<file path="config.mk">
export PLATFORM = sky130hd
export DESIGN_NAME = mlkem_stream_bridge
export DESIGN_NICKNAME = d
export VERILOG_FILES = /design/src/rtl/mlkem_bridge_pkg.sv /design/src/rtl/mlkem_bridge_fifo.sv /design/src/rtl/mlkem_stream_bridge.sv
export SDC_FILE = /design/constraint.sdc
export NUM_CORES = 1
export LEC_CHECK = 0
export BUFFER_PORTS_ARGS = -buffer_cell sky130_fd_sc_hd__buf_2
export CORE_ASPECT_RATIO = 0.5
export CORE_MARGIN = 2
export CORE_UTILIZATION = 56
export CTS_CLUSTER_DIAMETER = 60
export DETAILED_ROUTE_END_ITERATION = 12
export MAX_ROUTING_LAYER = met4
export PLACE_DENSITY = 0.95
export SYNTH_ARGS = -nofsm -noshare
export SYNTH_HDL_FRONTEND = slang
export SYNTH_SLANG_ARGS = --single-unit
</file>
<file path="constraint.sdc">
create_clock -name clk -period 7 [get_ports clk]
set_input_delay 0.35 -clock clk [delete_from_list [all_inputs] [get_ports clk]]
set_output_delay 0.35 -clock clk [all_outputs]
set_load 0.01 [all_outputs]
</file>
<file path="src/rtl/mlkem_bridge_pkg.sv">
// Shared definitions for the ML-KEM stream bridge: core phase codes, sequencer
// states and status bit positions.
package mlkem_bridge_pkg;

   localparam logic [1:0] PH_IDLE  = 2'b00;
   localparam logic [1:0] PH_LOAD  = 2'b01;
   localparam logic [1:0] PH_START = 2'b10;
   localparam logic [1:0] PH_READ  = 2'b11;

   typedef enum logic [2:0] {
      S_IDLE,
      S_LOAD,
      S_START,
      S_WAIT,
      S_READ,
      S_DRAIN,
      S_DONE
   } state_t;

   localparam int ST_END_OP1 = 0;
   localparam int ST_TIMEOUT = 1;

endpackage

</file>
<file path="src/rtl/mlkem_bridge_fifo.sv">
// First-word-fall-through result buffer; head reads as zero while empty so the
// output bus is quiet between commands.
module mlkem_bridge_fifo #(
   parameter int DEPTH = 2,
   parameter int WIDTH = 64,
   parameter int CW    = $clog2(DEPTH) + 1
) (
   input  logic             clk,
   input  logic             rst,
   input  logic             flush,
   input  logic             push,
   input  logic [WIDTH-1:0] push_data,
   input  logic             pop,
   output logic [WIDTH-1:0] head,
   output logic             empty,
   output logic [CW-1:0]    count
);

   localparam int AW = $clog2(DEPTH);

   logic [WIDTH-1:0] mem [DEPTH];
   logic [AW-1:0]    wr_ptr_reg;
   logic [AW-1:0]    rd_ptr_reg;
   logic [CW-1:0]    count_reg;
   logic             do_push;
   logic             do_pop;

   assign empty   = (count_reg == '0);
   assign do_pop  = pop && !empty;
   // A push into a full buffer is fine when the head leaves in the same cycle.
   assign do_push = push && ((count_reg != CW'(DEPTH)) || do_pop);
   assign head    = empty ? '0 : mem[rd_ptr_reg];
   assign count   = count_reg;

   always_ff @(posedge clk) begin
      if (do_push) mem[wr_ptr_reg] <= push_data;
   end

   always_ff @(posedge clk or posedge rst) begin
      if (rst) begin
         wr_ptr_reg <= '0;
         rd_ptr_reg <= '0;
         count_reg  <= '0;
      end else if (flush) begin
         wr_ptr_reg <= '0;
         rd_ptr_reg <= '0;
         count_reg  <= '0;
      end else begin
         if (do_push) wr_ptr_reg <= wr_ptr_reg + 1'b1;
         if (do_pop)  rd_ptr_reg <= rd_ptr_reg + 1'b1;
         count_reg <= count_reg + CW'(do_push) - CW'(do_pop);
      end
   end

endmodule

</file>
<file path="src/rtl/mlkem_stream_bridge.sv">
// Command sequencer in front of the ML-KEM top: LOAD words, START, wait end_op,
// READ results into a stream. Optional START watchdog: MLKEM_BRIDGE_TIMEOUT_EN.
module mlkem_stream_bridge
   import mlkem_bridge_pkg::*;
#(
   parameter int READ_LAT   = 1,
   parameter int FIFO_DEPTH = 2
`ifdef MLKEM_BRIDGE_TIMEOUT_EN
   , parameter int TIMEOUT_CYCLES = 2**20
`endif
) (
   input  logic        clk,
   input  logic        rst,
   input  logic        cmd_valid,
   output logic        cmd_ready,
   input  logic [5:0]  cmd_mode,
   input  logic [15:0] cmd_nin,
   input  logic [15:0] cmd_nout,
   input  logic        s_valid,
   output logic        s_ready,
   input  logic [63:0] s_data,
   output logic        m_valid,
   input  logic        m_ready,
   output logic [63:0] m_data,
   output logic [7:0]  core_control,
   output logic [63:0] core_data_in,
   output logic [15:0] core_add,
   input  logic [63:0] core_data_out,
   input  logic [1:0]  core_end_op,
   output logic        done,
   output logic [1:0]  status
);

   localparam int CW = $clog2(FIFO_DEPTH) + 1;

   state_t          state_reg;
   logic [5:0]      mode_reg;
   logic [15:0]     nin_reg;
   logic [15:0]     nout_reg;
   logic [15:0]     idx_reg;
   logic [1:0]      phase_reg;
   logic [15:0]     add_reg;
   logic [63:0]     din_reg;
   logic            done_reg;
   logic [1:0]      status_reg;
   // Bit 0 marks an address on the port this cycle; bit READ_LAT marks its data.
   logic [READ_LAT:0] pipe_reg;
   logic [CW-1:0]   fifo_count;
   logic            fifo_empty;
   logic [15:0]     inflight;
   logic            issue;
   logic            timeout_hit;

   assign cmd_ready    = (state_reg == S_IDLE);
   assign s_ready      = (state_reg == S_LOAD);
   assign core_control = {mode_reg, phase_reg};
   assign core_add     = add_reg;
   assign core_data_in = din_reg;
   assign done         = done_reg;
   assign status       = status_reg;
   assign m_valid      = !fifo_empty;

   always_comb begin
      inflight = '0;
      for (int i = 0; i <= READ_LAT; i++) inflight = inflight + 16'(pipe_reg[i]);
   end

   // Reserve a buffer slot for every read before it is issued so stalls never drop data.
   assign issue = (state_reg == S_READ) && ((16'(fifo_count) + inflight) < 16'(FIFO_DEPTH));

`ifdef MLKEM_BRIDGE_TIMEOUT_EN
   localparam int TW = $clog2(TIMEOUT_CYCLES + 1);
   logic [TW-1:0] wait_cnt_reg;

   assign timeout_hit = (state_reg == S_WAIT) && !core_end_op[0] &&
                        (wait_cnt_reg == TW'(TIMEOUT_CYCLES - 1));

   always_ff @(posedge clk or posedge rst) begin
      if (rst)                       wait_cnt_reg <= '0;
      else if (state_reg == S_WAIT)  wait_cnt_reg <= wait_cnt_reg + 1'b1;
      else                           wait_cnt_reg <= '0;
   end
`else
   assign timeout_hit = 1'b0;
`endif

   mlkem_bridge_fifo #(.DEPTH(FIFO_DEPTH), .WIDTH(64), .CW(CW)) u_fifo (
      .clk       (clk),
      .rst       (rst),
      .flush     (timeout_hit),
      .push      (pipe_reg[READ_LAT]),
      .push_data (core_data_out),
      .pop       (m_valid && m_ready),
      .head      (m_data),
      .empty     (fifo_empty),
      .count     (fifo_count)
   );

   always_ff @(posedge clk or posedge rst) begin
      if (rst) begin
         state_reg  <= S_IDLE;
         mode_reg   <= '0;
         nin_reg    <= '0;
         nout_reg   <= '0;
         idx_reg    <= '0;
         phase_reg  <= PH_IDLE;
         add_reg    <= '0;
         din_reg    <= '0;
         done_reg   <= 1'b0;
         status_reg <= '0;
         pipe_reg   <= '0;
      end else begin
         pipe_reg  <= {pipe_reg[READ_LAT-1:0], issue};
         done_reg  <= 1'b0;
         phase_reg <= PH_IDLE;
         case (state_reg)
            S_IDLE: begin
               if (cmd_valid) begin
                  mode_reg   <= cmd_mode;
                  nin_reg    <= cmd_nin;
                  nout_reg   <= cmd_nout;
                  idx_reg    <= '0;
                  status_reg <= '0;
                  state_reg  <= (cmd_nin == 16'd0) ? S_START : S_LOAD;
               end
            end
            S_LOAD: begin
               if (s_valid) begin
                  phase_reg <= PH_LOAD;
                  din_reg   <= s_data;
                  add_reg   <= idx_reg;
                  idx_reg   <= idx_reg + 16'd1;
                  if (idx_reg == nin_reg - 16'd1) state_reg <= S_START;
               end
            end
            S_START: begin
               phase_reg <= PH_START;
               state_reg <= S_WAIT;
            end
            S_WAIT: begin
               phase_reg <= PH_START;
               if (core_end_op[0]) begin
                  status_reg[ST_END_OP1] <= core_end_op[1];
                  idx_reg   <= '0;
                  state_reg <= (nout_reg == 16'd0) ? S_DONE : S_READ;
               end else if (timeout_hit) begin
                  phase_reg              <= PH_IDLE;
                  status_reg[ST_TIMEOUT] <= 1'b1;
                  state_reg              <= S_DONE;
               end
            end
            S_READ: begin
               phase_reg <= PH_READ;
               if (issue) begin
                  add_reg <= idx_reg;
                  idx_reg <= idx_reg + 16'd1;
                  if (idx_reg == nout_reg - 16'd1) state_reg <= S_DRAIN;
               end
            end
            S_DRAIN: begin
               phase_reg <= PH_READ;
               if ((pipe_reg == '0) && fifo_empty) state_reg <= S_DONE;
            end
            S_DONE: begin
               done_reg  <= 1'b1;
               state_reg <= S_IDLE;
            end
            default: state_reg <= S_IDLE;
         endcase
      end
   end

endmodule

</file>
==> results by group <==
CTS
  • CTS tree: done
  • Clock buffer depth: 3
  • Clk Latency, worst-skew pair: between 0.5 and 0.6 ns
  • Post-CTS Resized: 0
  • Num CTS Buffers: 24
  • Root Buffer: clkbuf_16
  • CTS sink cnt: approximately 280
  • Number of H-tree levels: 1
  • Worst-path clk slew: about 0.070 ns

Route
  • Via count: 8393
  • WL met2: 14.9 mm
  • Met1 Wirelength: ~12 mm
  • Routed length on met3: ~1.9 mm
  • Max Used Layer: met4
  • Routed WL: slightly below 30 mm
  • Drt via density: approximately 5.6
  • DR WL/cell: between 15 and 20 um
  • 1st-iter DRT viols: approximately 700
  • Residual DRC: 0
  • Final ANT Viol Nets: 0
  • DR pass1 iterations: 5

Layout
  • Largest register by flop count: u_fifo.mem
  • Layout area overhead: 22.7%
  • Max reg flops: 128
  • Share of cells above drive strength 1: 0.406
  • Fillers: between 1000 and 1500
  • Final core utilization: 0.704
  • Nets: 1376
  • Cell Count, Final, Fillers Out: 1488

Floorplanning
  • Die ar.: between 20000 and 25000 sq um
  • Die Y: around 110 um
  • Width of the die: ~210 um
  • I/O pins: between 300 and 400
  • Initial Util: 0.574
  • Core ar.: 20600 sq um
  • Row cnt: 37

Timing
  • Slew @ Worst Pin: 1.14 ns
  • Final hold vios: 0
  • Fin Setup TNS: 0 ns
  • Fin. max-slew vios: 0
  • Fmax: ~330 MHz
  • Final hold slack: 0.0226 ns
  • Clk_skew: between 0.02 and 0.025 ns
  • Setup violations, final: 0
  • RSZ-0062 raised after global routing: no
  • Final Cycle Share: 0.435
  • Post-layout min period: approximately 3.0 ns
  • Max_slew headroom: 0.240

Worst setup path
  • Critical path's slowest cell: nand3_1
  • WS Path Type: flop to flop
  • CP Data Required Time: 7.41 ns
  • Setup crit start kind: flop
  • Cell family with most CP delay: compound AO/OA/AOI/OAI gates
  • CP endpoint kind: flop
  • CP arrival: 3.45 ns
  • Max incr delay on CP: approximately 0.74 ns
  • CP Max Fanout: 20
  • CP cell instances: ha_1 -> a211o_1 -> a221oi_1 -> nand3_1 -> mux2_2
  • Worst Path Buf+Inv: 0

Logic synthesis
  • Synth area leader: edfxtp_1
  • Synthesis warning total: 0
  • Syn Nets: between 1000 and 1500
  • Post-Syn Area: about 12000 sq um
  • Post-synth EDFFs: around 130
  • Dominant synthesized flop cell: dfrtp_1
  • Mapped Avg Cell Area: roughly 14 sq um
  • Register area share after synthesis: 0.635
  • Top post-synthesis cells by count: 147 x dfrtp_1, 128 x edfxtp_1, 108 x mux2_2, 98 x nor2_1, 68 x mux2i_1
  • Synth cell types: 64
  • Synth area leaders: edfxtp_1 32%, dfrtp_1 31%, mux2_2 10%, mux2i_1 5.7%, nor2_1 3.1%
  • FFs w/ async S/R, synth: 0.535
  • Cell with the most instances after synthesis: dfrtp_1
  • Flops & latches, synth: 275
  • Mapped Cells: 877
  • Post-synth top area share: 0.324

Pwr
  • Worst VDD drop: 0.257 mV
  • Total Power: about 6.0 mW
  • PwrDens: roughly 410 nW/um^2
  • Leakage power: approximately 6.4 nW

Min path
  • Hold WC Path Type: input pin to flop

Global routing
  • Vias in the first global route: 8623
  • Initial antenna violation count: 1
  • Largest net degree at the start of global routing: 82
  • Gr usage total: 0.261
  • Grt total ovfl: 0
  • First-pass GRT wire length: approximately 45 mm

Placement
  • Port bufs: ~330
  • Placer Congestion: about 0.96
  • DP HPWL: just over 20 mm
  • Placed cells: approximately 1400

Run
  • Max-Cap Viols: 0

Outcome
  • Status: complete, no violations
path summary, 6_finish.rpt:
check	from	to	slack, ns	depth (start not counted)
max	u_fifo.count[0]$_DFF_PP0_	core_add[14]$_DFFE_PP0P_	3.96	5
min	core_data_out[11]	u_fifo.mem[0][11]$_DFFE_PP_	0.02	1
max reg2reg	u_fifo.count[0]$_DFF_PP0_	core_add[14]$_DFFE_PP0P_	3.96	5
min reg2reg	pipe_reg[0]$_DFF_PP0_	pipe_reg[1]$_DFF_PP0_	0.41	0
max in group asynchronous	rst	u_fifo.rd_ptr_reg$_DFFE_PP0P_	5.04	4
min in group asynchronous	rst	core_data_in[4]$_DFFE_PP0P_	0.52	3
repair_timing:
action / 4_1_cts / 5_1_grt
hold endpoints to repair: 92 / 0
buffers inserted: 0 / 0
hold buffers: 8 / 0
layer usage:
metal,up-vias,GRT usage
met5,-,-
met3,61,0.0536
met4,0,0.0694
met2,364,0.447
met1,4145,0.321
li1,3823,-
where the power goes:
| part | internal (mW) | switching [mW] |
|---|---|---|
| registers | 2.09 | 0.443 |
| clock network | 0.713 | 0.572 |
| logic | 1.04 | 1.14 |
| total | 3.84 | 2.15 |
layout make-up:
cell class / instances / area [sq um] / share of cell area
antenna: 1 / 2.50 / 0.000172
clock buffer: 40 / 732 / 0.0503
clock inverter: 4 / 20.0 / 0.00138
inverter: 18 / 72.6 / 0.00499
multi-input combinational: 535 / 4080 / 0.281
sequential: 275 / 7530 / 0.518
tap: 273 / 342 / 0.0235
timing repair buffer: 342 / 1760 / 0.121
stage by stage:
step	worst slack [ns]	cell area, sq um
final	3.96	14500
after global placement	4.14	13700
after floorplan	2.70	11900
after global routing	3.73	14500
after detailed placement	3.96	13700
after CTS	3.96	14500
worst register-to-register path: cells and delay by family (launching register included):
family,cells,cell delay (ns)
AO/OA/AOI/OAI,2,0.92
adder cells (fa/ha/maj),1,0.30
flip-flops,1,0.44
multiplexers,1,0.52
AND/OR/NAND/NOR,1,0.74
cell families after synthesis:
logic type                 after synthesis  share of synthesized area
AOI/OAI and AO/OA                       75                     0.0418
xor gates and xnor gates                50                     0.0370
adders and majority gates                7                    0.00739
buffers and inverters                   67                     0.0224
DFF                                    275                      0.635
muxes                                  176                      0.160
other                                    1                   0.000316
and+or+nand+nor                        226                     0.0963
cells in the final DEF, fill, tap and decap left out, drive strengths merged, types with 18 or more instances in the layout:
| cell | count |
|---|---|
| xor2 | 22 |
| buf | 334 |
| clkbuf | 40 |
| mux2 | 108 |
| nor2 | 99 |
| o21ai | 26 |
| inv | 18 |
| edfxtp | 128 |
| xnor2 | 28 |
| dfrtp | 147 |
| mux2i | 68 |
| nand2 | 23 |
No activity file was read; power rests on OpenSTA's default activity.
